$ cat src/rtl/riscv_pkg.sv
// riscv_pkg: register-file widths and the writeback request type shared by
// the writeback arbiter and its long-latency result buffer.
package riscv_pkg;

  localparam int DATA_W   = 32;
  localparam int ADDR_W   = 5;
  localparam int NUM_REGS = 1 << ADDR_W;

  localparam logic [ADDR_W-1:0] REG_ZERO = '0;

  // One pending register-file write: destination index plus result.
  typedef struct packed {
    logic [ADDR_W-1:0] rd;
    logic [DATA_W-1:0] data;
  } wb_req_t;

  // x0 is hard-wired to zero, so writes to it and queries of it are ignored.
  function automatic logic is_zero_rd(input logic [ADDR_W-1:0] rd);
    return rd == REG_ZERO;
  endfunction

endpackage

$ cat src/rtl/writeback_arbiter_if.sv
// writeback_arbiter_if: bundles the pipeline, long-latency, ID query and
// register-file write signals around the writeback arbiter.
// The master side is the surrounding core; the slave side is the arbiter.
interface writeback_arbiter_if;
  import riscv_pkg::*;

  // In-order ALU/MEM pipeline writeback (never stalls)
  logic              AluValid;
  logic [ADDR_W-1:0] AluRd;
  logic [DATA_W-1:0] AluData;

  // Long-latency unit result handshake
  logic              LsuValid;
  logic [ADDR_W-1:0] LsuRd;
  logic [DATA_W-1:0] LsuData;
  logic              LsuReady;

  // ID stage: issue of long-latency ops and RAW hazard queries
  logic              IssueValid;
  logic [ADDR_W-1:0] IssueRd;
  logic [ADDR_W-1:0] QueryRs1;
  logic [ADDR_W-1:0] QueryRs2;
  logic              Rs1Pending;
  logic              Rs2Pending;
  logic              AluStall;

  // Register file write port
  logic              RegWrite;
  logic [ADDR_W-1:0] WriteRegister;
  logic [DATA_W-1:0] WriteData;

  modport master (
    output AluValid, AluRd, AluData,
    output LsuValid, LsuRd, LsuData,
    input  LsuReady,
    output IssueValid, IssueRd, QueryRs1, QueryRs2,
    input  Rs1Pending, Rs2Pending, AluStall,
    input  RegWrite, WriteRegister, WriteData
  );

  modport slave (
    input  AluValid, AluRd, AluData,
    input  LsuValid, LsuRd, LsuData,
    output LsuReady,
    input  IssueValid, IssueRd, QueryRs1, QueryRs2,
    output Rs1Pending, Rs2Pending, AluStall,
    output RegWrite, WriteRegister, WriteData
  );

endinterface

$ cat src/rtl/wb_fifo.sv
// wb_fifo: small synchronous FIFO of writeback requests used to park
// long-latency results while the pipeline owns the register-file port.
// The head entry is visible combinationally so the arbiter can pick it.
module wb_fifo
  import riscv_pkg::*;
#(
  parameter int DEPTH = 2
) (
  input  logic    clk,
  input  logic    rst_n,
  input  logic    i_push,
  input  wb_req_t i_data,
  input  logic    i_pop,
  output wb_req_t o_head,
  output logic    o_full,
  output logic    o_empty
);

  localparam int PTR_W = (DEPTH > 1) ? $clog2(DEPTH) : 1;
  localparam int CNT_W = $clog2(DEPTH + 1);

  localparam logic [PTR_W-1:0] PTR_LAST = PTR_W'(DEPTH - 1);
  localparam logic [CNT_W-1:0] CNT_FULL = CNT_W'(DEPTH);

  wb_req_t          r_mem [DEPTH];
  logic [PTR_W-1:0] r_wrPtr;
  logic [PTR_W-1:0] r_rdPtr;
  logic [CNT_W-1:0] r_count;

  logic w_doPush;
  logic w_doPop;

  assign o_full   = (r_count == CNT_FULL);
  assign o_empty  = (r_count == '0);
  assign w_doPush = i_push && !o_full;
  assign w_doPop  = i_pop && !o_empty;
  assign o_head   = r_mem[r_rdPtr];

  // Storage array: contents are only meaningful between the pointers, so no reset.
  always_ff @(posedge clk) begin
    if (w_doPush) begin
      r_mem[r_wrPtr] <= i_data;
    end
  end

  // Pointers wrap modulo DEPTH; reset discards all buffered entries.
  always_ff @(posedge clk or negedge rst_n) begin
    if (!rst_n) begin
      r_wrPtr <= '0;
      r_rdPtr <= '0;
    end else begin
      if (w_doPush) begin
        r_wrPtr <= (r_wrPtr == PTR_LAST) ? '0 : r_wrPtr + 1'b1;
      end
      if (w_doPop) begin
        r_rdPtr <= (r_rdPtr == PTR_LAST) ? '0 : r_rdPtr + 1'b1;
      end
    end
  end

  // Occupancy stays constant when a push and a pop land in the same cycle.
  always_ff @(posedge clk or negedge rst_n) begin
    if (!rst_n) begin
      r_count <= '0;
    end else begin
      case ({w_doPush, w_doPop})
        2'b10:   r_count <= r_count + 1'b1;
        2'b01:   r_count <= r_count - 1'b1;
        default: r_count <= r_count;
      endcase
    end
  end

endmodule

$ cat src/rtl/writeback_arbiter.sv
// writeback_arbiter: merges the in-order pipeline and a buffered
// long-latency unit onto the single register-file write port, tracks
// outstanding long-latency destinations for ID hazard checks, and asks ID
// for a bubble when buffered results keep losing arbitration.
module writeback_arbiter
  import riscv_pkg::*;
#(
  parameter int FIFO_DEPTH   = 2,
  parameter int STARVE_LIMIT = 4
) (
  input logic                clk,
  input logic                rst_n,
  writeback_arbiter_if.slave bus
);

  localparam int STARVE_W = $clog2(STARVE_LIMIT + 1);
  localparam logic [STARVE_W-1:0] STARVE_LAST = STARVE_W'(STARVE_LIMIT - 1);

  wb_req_t w_aluReq;
  wb_req_t w_lsuReq;
  wb_req_t w_head;
  wb_req_t w_win;

  logic w_full;
  logic w_empty;
  logic w_aluWin;
  logic w_headWin;
  logic w_bypassWin;
  logic w_lsuWin;
  logic w_anyWin;
  logic w_lsuAccept;
  logic w_push;
  logic w_pop;

  logic [NUM_REGS-1:0] r_pending;
  logic [NUM_REGS-1:0] w_pendingNext;
  logic [STARVE_W-1:0] r_starveCnt;

  logic              r_regWrite;
  logic [ADDR_W-1:0] r_writeReg;
  logic [DATA_W-1:0] r_writeData;
  logic              r_aluStall;

  assign w_aluReq = {bus.AluRd, bus.AluData};
  assign w_lsuReq = {bus.LsuRd, bus.LsuData};

  // Priority: pipeline, then buffered head, then a direct LSU bypass into an empty buffer.
  assign w_aluWin    = bus.AluValid;
  assign w_headWin   = !bus.AluValid && !w_empty;
  assign w_bypassWin = !bus.AluValid && w_empty && bus.LsuValid;
  assign w_lsuWin    = w_headWin || w_bypassWin;
  assign w_anyWin    = w_aluWin || w_lsuWin;

  // A bypassed request is consumed immediately and never occupies a slot.
  assign w_lsuAccept = bus.LsuValid && !w_full;
  assign w_push      = w_lsuAccept && !w_bypassWin;
  assign w_pop       = w_headWin;

  assign bus.LsuReady = !w_full;

  wb_fifo #(
    .DEPTH (FIFO_DEPTH)
  ) u_fifo (
    .clk     (clk),
    .rst_n   (rst_n),
    .i_push  (w_push),
    .i_data  (w_lsuReq),
    .i_pop   (w_pop),
    .o_head  (w_head),
    .o_full  (w_full),
    .o_empty (w_empty)
  );

  // Select the request that owns the write port this cycle.
  always_comb begin
    w_win = '0;
    if (w_aluWin) begin
      w_win = w_aluReq;
    end else if (w_headWin) begin
      w_win = w_head;
    end else if (w_bypassWin) begin
      w_win = w_lsuReq;
    end
  end

  // Register the winner onto the write port; x0 winners consume the slot but write nothing.
  always_ff @(posedge clk or negedge rst_n) begin
    if (!rst_n) begin
      r_regWrite  <= 1'b0;
      r_writeReg  <= '0;
      r_writeData <= '0;
    end else if (w_anyWin && !is_zero_rd(w_win.rd)) begin
      r_regWrite  <= 1'b1;
      r_writeReg  <= w_win.rd;
      r_writeData <= w_win.data;
    end else begin
      r_regWrite  <= 1'b0;
      r_writeReg  <= '0;
      r_writeData <= '0;
    end
  end

  // Next pending vector: a long-latency completion clears, a new issue sets, and set wins.
  always_comb begin
    w_pendingNext = r_pending;
    if (w_lsuWin) begin
      w_pendingNext[w_win.rd] = 1'b0;
    end
    if (bus.IssueValid && !is_zero_rd(bus.IssueRd)) begin
      w_pendingNext[bus.IssueRd] = 1'b1;
    end
  end

  // Pending-destination scoreboard used by ID for RAW hazard stalls.
  always_ff @(posedge clk or negedge rst_n) begin
    if (!rst_n) begin
      r_pending <= '0;
    end else begin
      r_pending <= w_pendingNext;
    end
  end

  // Count consecutive cycles the buffered head loses to the pipeline; request one bubble at the limit.
  always_ff @(posedge clk or negedge rst_n) begin
    if (!rst_n) begin
      r_starveCnt <= '0;
      r_aluStall  <= 1'b0;
    end else begin
      r_aluStall <= 1'b0;
      if (!w_empty && w_aluWin) begin
        if (r_starveCnt == STARVE_LAST) begin
          r_starveCnt <= '0;
          r_aluStall  <= 1'b1;
        end else begin
          r_starveCnt <= r_starveCnt + 1'b1;
        end
      end else begin
        r_starveCnt <= '0;
      end
    end
  end

  assign bus.Rs1Pending    = !is_zero_rd(bus.QueryRs1) && r_pending[bus.QueryRs1];
  assign bus.Rs2Pending    = !is_zero_rd(bus.QueryRs2) && r_pending[bus.QueryRs2];
  assign bus.AluStall      = r_aluStall;
  assign bus.RegWrite      = r_regWrite;
  assign bus.WriteRegister = r_writeReg;
  assign bus.WriteData     = r_writeData;

endmodule
$ cat src/flat_wrapper.sv
// flat-port wrapper written by rule: the top's interface ports become plain ports
module writeback_arbiter_flat import riscv_pkg::*;
#(
  parameter int FIFO_DEPTH   = 2,
  parameter int STARVE_LIMIT = 4
)
  (clk, rst_n, bus_AluValid, bus_AluRd, bus_AluData, bus_LsuValid, bus_LsuRd, bus_LsuData, bus_LsuReady, bus_IssueValid, bus_IssueRd, bus_QueryRs1, bus_QueryRs2, bus_Rs1Pending, bus_Rs2Pending, bus_AluStall, bus_RegWrite, bus_WriteRegister, bus_WriteData);
  writeback_arbiter_if bus_i ();
  input logic clk;
  input logic rst_n;
  input wire logic [$bits(bus_i.AluValid)-1:0] bus_AluValid;
  input wire logic [$bits(bus_i.AluRd)-1:0] bus_AluRd;
  input wire logic [$bits(bus_i.AluData)-1:0] bus_AluData;
  input wire logic [$bits(bus_i.LsuValid)-1:0] bus_LsuValid;
  input wire logic [$bits(bus_i.LsuRd)-1:0] bus_LsuRd;
  input wire logic [$bits(bus_i.LsuData)-1:0] bus_LsuData;
  output wire logic [$bits(bus_i.LsuReady)-1:0] bus_LsuReady;
  input wire logic [$bits(bus_i.IssueValid)-1:0] bus_IssueValid;
  input wire logic [$bits(bus_i.IssueRd)-1:0] bus_IssueRd;
  input wire logic [$bits(bus_i.QueryRs1)-1:0] bus_QueryRs1;
  input wire logic [$bits(bus_i.QueryRs2)-1:0] bus_QueryRs2;
  output wire logic [$bits(bus_i.Rs1Pending)-1:0] bus_Rs1Pending;
  output wire logic [$bits(bus_i.Rs2Pending)-1:0] bus_Rs2Pending;
  output wire logic [$bits(bus_i.AluStall)-1:0] bus_AluStall;
  output wire logic [$bits(bus_i.RegWrite)-1:0] bus_RegWrite;
  output wire logic [$bits(bus_i.WriteRegister)-1:0] bus_WriteRegister;
  output wire logic [$bits(bus_i.WriteData)-1:0] bus_WriteData;
  assign bus_i.AluValid = bus_AluValid;
  assign bus_i.AluRd = bus_AluRd;
  assign bus_i.AluData = bus_AluData;
  assign bus_i.LsuValid = bus_LsuValid;
  assign bus_i.LsuRd = bus_LsuRd;
  assign bus_i.LsuData = bus_LsuData;
  assign bus_LsuReady = bus_i.LsuReady;
  assign bus_i.IssueValid = bus_IssueValid;
  assign bus_i.IssueRd = bus_IssueRd;
  assign bus_i.QueryRs1 = bus_QueryRs1;
  assign bus_i.QueryRs2 = bus_QueryRs2;
  assign bus_Rs1Pending = bus_i.Rs1Pending;
  assign bus_Rs2Pending = bus_i.Rs2Pending;
  assign bus_AluStall = bus_i.AluStall;
  assign bus_RegWrite = bus_i.RegWrite;
  assign bus_WriteRegister = bus_i.WriteRegister;
  assign bus_WriteData = bus_i.WriteData;
  writeback_arbiter #(.FIFO_DEPTH(FIFO_DEPTH), .STARVE_LIMIT(STARVE_LIMIT)) u_core (.clk(clk), .rst_n(rst_n), .bus(bus_i));
endmodule
$ cat config.mk
export PLATFORM = sky130hd
export DESIGN_NAME = writeback_arbiter_flat
export DESIGN_NICKNAME = d
export VERILOG_FILES = /design/src/rtl/riscv_pkg.sv /design/src/rtl/writeback_arbiter_if.sv /design/src/rtl/wb_fifo.sv /design/src/rtl/writeback_arbiter.sv /design/src/flat_wrapper.sv
export SDC_FILE = /design/constraint.sdc
export NUM_CORES = 1
export LEC_CHECK = 0
export ABC_AREA = 1
export BUFFER_PORTS_ARGS = -buffer_cell sky130_fd_sc_hd__buf_4
export CAP_MARGIN = 20
export CORE_UTILIZATION = 56
export DETAILED_ROUTE_END_ITERATION = 8
export HOLD_SLACK_MARGIN = 0.15
export PLACE_DENSITY = 0.91
export SYNTH_ARGS = -nofsm -noshare
export SYNTH_HDL_FRONTEND = slang
export SYNTH_SLANG_ARGS = --single-unit
export TNS_END_PERCENT = 20
$ cat constraint.sdc
create_clock -name clk -period 3.9 [get_ports clk]
set_clock_uncertainty 0.15 [all_clocks]
set_input_delay 0.78 -clock clk [delete_from_list [all_inputs] [get_ports clk]]
set_output_delay 0.78 -clock clk [all_outputs]
set_load 0.03 [all_outputs]
== Word-level counts from Yosys, hierarchy flattened ==
Memories as Yosys holds them, arrays and structs flattened.
Index checks and enable logic that the tools add are counted.

* Add/sub/neg operators: 5
* Order comparisons: 6
* Equal/unequal tests: 4
* Multiplexer cells: 25
* Bitwise gates (word level): 3
* Reduce and logical (&&, ||, !) cells: 30

{| class="wikitable"
|+ Operators with widths
! kind !! count
|-
| $mux W37 || 3
|-
| $mux W32 || 3
|-
| $and A32 B32 Y32 || 1
|-
| $not A32 Y32 || 1
|-
| $or A32 B32 Y32 || 1
|-
| $lt A5 B6 Y1 const B || 4
|-
| $logic_not A5 Y1 || 4
|-
| $logic_and A1 B1 Y1 || 14
|-
| $mux W1 || 11
|-
| $bmux W1 S5 || 2
|-
| $demux W1 S5 || 2
|-
| $ge A5 B1 Y1 const B || 2
|-
| $logic_not A1 Y1 || 8
|-
| $mux W3 || 2
|-
| $mux W5 || 1
|-
| $eq A2 B2 Y1 const B || 2
|-
| $pmux W2 S2 || 1
|-
| $add A3 B1 Y3 const B || 1
|-
| $eq A3 B2 Y1 const B || 1
|-
| $add A1 B1 Y1 const B || 2
|-
| $add A2 B1 Y2 const B || 1
|-
| $eq A2 B1 Y1 const B || 1
|-
| $logic_not A2 Y1 || 1
|-
| $logic_or A1 B1 Y1 || 2
|-
| 2 further kinds || 2
|}

* Bits in registers: 78
* RAM bits: 74
* Logic and storage cells: 83
* Memories kept: 1

{| class="wikitable"
|+ Memory list
! memory !! depth !! width !! read ports !! clocked after Yosys merged registers in !! wr ports !! line !! text
|-
| u_core.u_fifo.r_mem || 2 || 37 || 1 || 0 || 1 || wb_fifo.sv:25 || <nowiki>wb_req_t r_mem [DEPTH];</nowiki>
|}

== Depth between registers and ports, before layout ==
* Depth after elaboration: 15
* Mapped depth: 11
* Mapped depth without buffers: 11

== By module ==
From an unflattened synthesis, not the netlist that was laid out.

* Cell total of the unflattened synthesis: 887
* Area, all modules: 7,345.8 µm²

{| class="wikitable"
|+ Modules (own cells, without submodules)
! module !! times used !! cells an instance !! area each (µm²) !! seq. area each (µm²)
|-
| writeback_arbiter || 1 || 661 || 4,406.7 || 1,851.8
|-
| wb_fifo || 1 || 226 || 2,939.1 || 2,322.2
|}

== Worst setup path after synthesis ==
OpenSTA, ideal clock, no wires.

* Path type: in2reg
* From: input port bus_AluValid
* To: memory u_core.u_fifo.r_mem[0][0] (netlist bit) (enable)
* Arrival time: 2,762 ps
* Data required time: 3,319 ps
* Slack: 556 ps
* Stages: 5
* Cell sequence: inv_2 buf_4 nand2_2 nand3_1 nor2_1

* Cells in the longest elaborated chain, start to end: 8

{| class="wikitable"
|+ Ends and longest elaborated chain
! item !! line !! text
|-
| from (decl) || flat_wrapper.sv:11 || <nowiki>input wire logic [$bits(bus_i.AluValid)-1:0] bus_AluValid;</nowiki>
|-
| $logic_not A1 Y1 || writeback_arbiter.sv:50 || <nowiki>assign w_bypassWin = !bus.AluValid && w_empty && bus.LsuValid;</nowiki>
|-
| $logic_and A1 B1 Y1 (2 in a row) || writeback_arbiter.sv:50 ||
|-
| $logic_not A1 Y1 || writeback_arbiter.sv:56 || <nowiki>assign w_push = w_lsuAccept && !w_bypassWin;</nowiki>
|-
| $logic_and A1 B1 Y1 || writeback_arbiter.sv:56 ||
|-
| $logic_and A1 B1 Y1 || wb_fifo.sv:35 || <nowiki>assign w_doPush = i_push && !o_full;</nowiki>
|-
| $mux W1 || wb_fifo.sv:41 || <nowiki>if (w_doPush) begin</nowiki>
|-
| $mux W1 (implied by the code) || wb_fifo.sv:42 || <nowiki>r_mem[r_wrPtr] <= i_data;</nowiki>
|-
| to (decl) || wb_fifo.sv:25 ||
|}

No other way between the ends.

== Final worst setup path ==
* From: register u_core.u_fifo.r_rdPtr
* To: register u_core.r_writeData[0], in the netlist u_core.bus.WriteData[0]

* Cells in the longest elaborated chain, start to end: 7

{| class="wikitable"
|+ Ends and longest elaborated chain
! item !! line !! text
|-
| from (decl) || wb_fifo.sv:27 || <nowiki>logic [PTR_W-1:0] r_rdPtr;</nowiki>
|-
| from (signal assigned) || wb_fifo.sv:56 || <nowiki>r_rdPtr <= (r_rdPtr == PTR_LAST) ? '0 : r_rdPtr + 1'b1;</nowiki>
|-
| $mem_v2 Z2 W37 (*) || -- ||
|-
| $mux W37 (*) || writeback_arbiter.sv:79 || <nowiki>end else if (w_headWin) begin</nowiki>
|-
| $mux W37 (*) || writeback_arbiter.sv:77 || <nowiki>if (w_aluWin) begin</nowiki>
|-
| $logic_not A5 Y1 || riscv_pkg.sv:19 || <nowiki>return rd == REG_ZERO;</nowiki>
|-
| $logic_not A1 Y1 || writeback_arbiter.sv:92 || <nowiki>end else if (w_anyWin && !is_zero_rd(w_win.rd)) begin</nowiki>
|-
| $logic_and A1 B1 Y1 || writeback_arbiter.sv:92 ||
|-
| $mux W32 (*) || writeback_arbiter.sv:92 ||
|-
| to (signal assigned) || writeback_arbiter.sv:95 || <nowiki>r_writeData <= w_win.data;</nowiki>
|-
| to (decl) || writeback_arbiter.sv:41 || <nowiki>logic [DATA_W-1:0] r_writeData;</nowiki>
|}

Mark *: on every way between the ends. The rest lies on a longest branch, timed or not.
A chain may end at the register's enable or synchronous reset.

==> flow_summary.ini <==
[pwr]
p_comb_frac = 0.369
peakVddDrop_mv = 0.3852
p_per_area_nw_per_um2 = 720.9
swShare = 0.3871
power.switching_w = 0.002534
p_seq_frac = 0.383
p_leak_nw = 4.093
clockPowerShare = 0.248
internal-power_w = 0.004012

[hold_path]
hp-class = register to register

[floorplanning]
start_util = 0.5802
rows = 41
ios = 136
dieArea_um2 = 13640
die_y_um = 116.8
die_x_um = 116.8
core_um2 = 12720

[synthesis]
synth_cells = 794
netlist_area_um2 = 7381
synth_seq_area_share = 0.5655
synth_cell_types = 36
synthesis.nets = 890
ys_ff_latch = 152
yosys_warnings = 0
avgSynthCellArea_um2 = 9.296

[global_route]
use_met2 = 0.5002
antenna_found_initial = 0
overflow = 0
grt_max_degree = 79
grt-busiest-layer = met2
use_met1 = 0.3913
grt_pass1_vias = 6255
grt_pass1_wl_mm = 31.42
grt.met3_usage = 0.08445
grt_util_all_layers = 0.3098

[final_layout]
syn_to_final_growth_pct = 23.04
final_common_cell = nand2_1
layout.nets = 1017
stdcell_area_um2 = 9081
n_fill_cell = 900
layout-drive-gt1-share = 0.2430
mostFrequentLayoutCells = 207 x nand2_1, 142 x buf_4, 86 x inv_1
multi_input_area_um2 = 2629
regArea_um2 = 4174
n_antenna_cell = 0

[sta]
fmax_ghz = 0.3511
hold_violations = 0
worstMarginPinSlew_ns = 0.7138
period_needed_ns = 2.848
relSlewSlack = 0.5241
finalMaxSlewViolations = 0
setup_ws_ns = 1.052
period_share = 0.7303
setup_tns_ns = 0
rsz0062_at_grt = false
setup_viol = 0
holdWs_ns = 0.2970

[run_status]
status = completed

[critical_path]
cp_max_fo = 39
arrival_ns = 2.96
worst_setup_path_end_kind = register
required_ns = 4.01
startpoint_type = register
criticalPathCategory = register to register

[placed_design]
dp_slack_ns = 0.8131
place_area_um2 = 8427
dp_hpwl_mm = 12.44
place_congestion = 0.9220
port_buffers = 135

[clock_network]
cts-root-buf = clkbuf_16
cts_buffer_depth = 2
cts_resized = 0
clk-insertion-delay-late_ns = 0.42
cts_inserted_buffers = 17
h-tree-depth = 4
path_clk_slew_ns = 0.06
clock_sinks = 152
cts_tree = built

[route]
vias = 6361
drt_iter0_markers = 677
remaining_drc_errors = 0
vias_per_cell = 5.751
ant_nets = 0
wl_per_cell_um = 17.75
drt_wl_total_mm = 19.63
firstDrtPassIters = 5

[run]
cap_violations = 0
-- synthesized netlist by cell type (all sizes together) --
cell type | number | share of area
clkbuf | 12 | 0.0061
nand3b | 1 | 0.0010
nand3 | 42 | 0.033
ha | 2 | 0.0034
or2 | 1 | 0.00085
dlygate4sd1 | 3 | 0.0036
clkinv | 1 | 0.00068
o211ai | 15 | 0.015
a21oi | 40 | 0.042
nor2 | 86 | 0.049
inv | 90 | 0.046
nor3b | 1 | 0.0010
xor2 | 2 | 0.0024
dfrtp | 78 | 0.26
buf | 22 | 0.024
nor3 | 9 | 0.0061
o31ai | 32 | 0.033
xnor2 | 2 | 0.0024
nand2 | 212 | 0.11
edfxtp | 74 | 0.30
o21ai | 32 | 0.022
nand4 | 37 | 0.032
-- per-stage QoR --
step	util	cells	power, W
floorplan	-	794	0.004090
global placement	0.6624	1071	0.004747
detailed placement	0.6624	1071	0.004834
CTS	0.7097	1103	0.006505
global route	0.7138	1106	0.006885
finish	0.7138	1106	0.006546
-- path summary, 6_finish.rpt --
kind,start,slack (ns),end,depth (start not counted)
hold / removal,u_core.r_starveCnt[0],0.30,u_core.r_starveCnt[0],1
setup / recovery,u_core.u_fifo.r_rdPtr,1.05,u_core.bus.WriteData[0],10
hold reg to reg,u_core.r_starveCnt[0],0.30,u_core.r_starveCnt[0],1
max in group asynchronous,rst_n,2.37,u_core.bus.WriteData[9],3
setup reg to reg,u_core.u_fifo.r_rdPtr,1.05,u_core.bus.WriteData[0],10
min in group asynchronous,rst_n,0.63,u_core.r_pending[9],2
-- critical path, stage by stage (launching register included) --
cell and delay, ns:
dfrtp_1 0.33, buf_4 0.39, inv_2 0.40, nand2_1 0.15
nand2_1 0.07, nand2_1 0.11, nand3_4 0.13, nor2_4 0.17
nand2_4 0.10, nor2_8 0.54, a21oi_1 0.11
-- registers in the layout, summed over array words and instances (netlist names) --
signal                    cells
u_core.bus.WriteRegister      5
u_core.bus.AluStall           1
u_core.r_starveCnt            3
u_core.u_fifo.r_wrPtr         1
u_core.u_fifo.r_rdPtr         1
u_core.r_pending             32
u_core.u_fifo.r_count         2
u_core.bus.RegWrite           1
u_core.bus.WriteData         32
u_core.u_fifo.r_mem          74
-- power by group through the flow --
| stage | Combinational [W] | Sequential (W) | Clock, W |
|---|---|---|---|
| 4_1_cts | 0.00238 | 0.00250 | 0.00163 |
| 3_5_place_dp | 0.00232 | 0.00251 | 0 |
| 5_1_grt | 0.00264 | 0.00255 | 0.00170 |
| 3_3_place_gp | 0.00225 | 0.00249 | 0 |
| 2_1_floorplan | 0.00132 | 0.00277 | 0 |
| 6_report | 0.00241 | 0.00251 | 0.00163 |
-- area by class of cell --
type,count,area share
clock buffers,24,0.06007
clock inverters,8,0.006200
inverters,91,0.03775
multi-input cells,514,0.2895
flip-flops and latches,152,0.4596
well taps,172,0.02370
repair buffers,145,0.1232
-- timing repair --
item,4_1_cts,5_1_grt
buffers inserted,0,0
hold buffers,0,1
hold endpoints to repair,0,19
-- cell families (layout without fill, tap and decap cells) --
logic type      count (synthesis)  in the layout  synth area share
simple gates                  389            389            0.2346
flops                         152            152            0.5655
buf+inv                       128            268           0.08035
compound gates                119            119            0.1114
xor+xnor                        4              4          0.004747
fa+ha+maj                       2              2          0.003390
-- per-layer routing --
layer  share of wire  vias up
met4           0.030        0
met2            0.49      397
li1                -     2904
met5               0        -
met1            0.38     3000
met3           0.092       60
No activity file was read; power rests on OpenSTA's default activity.
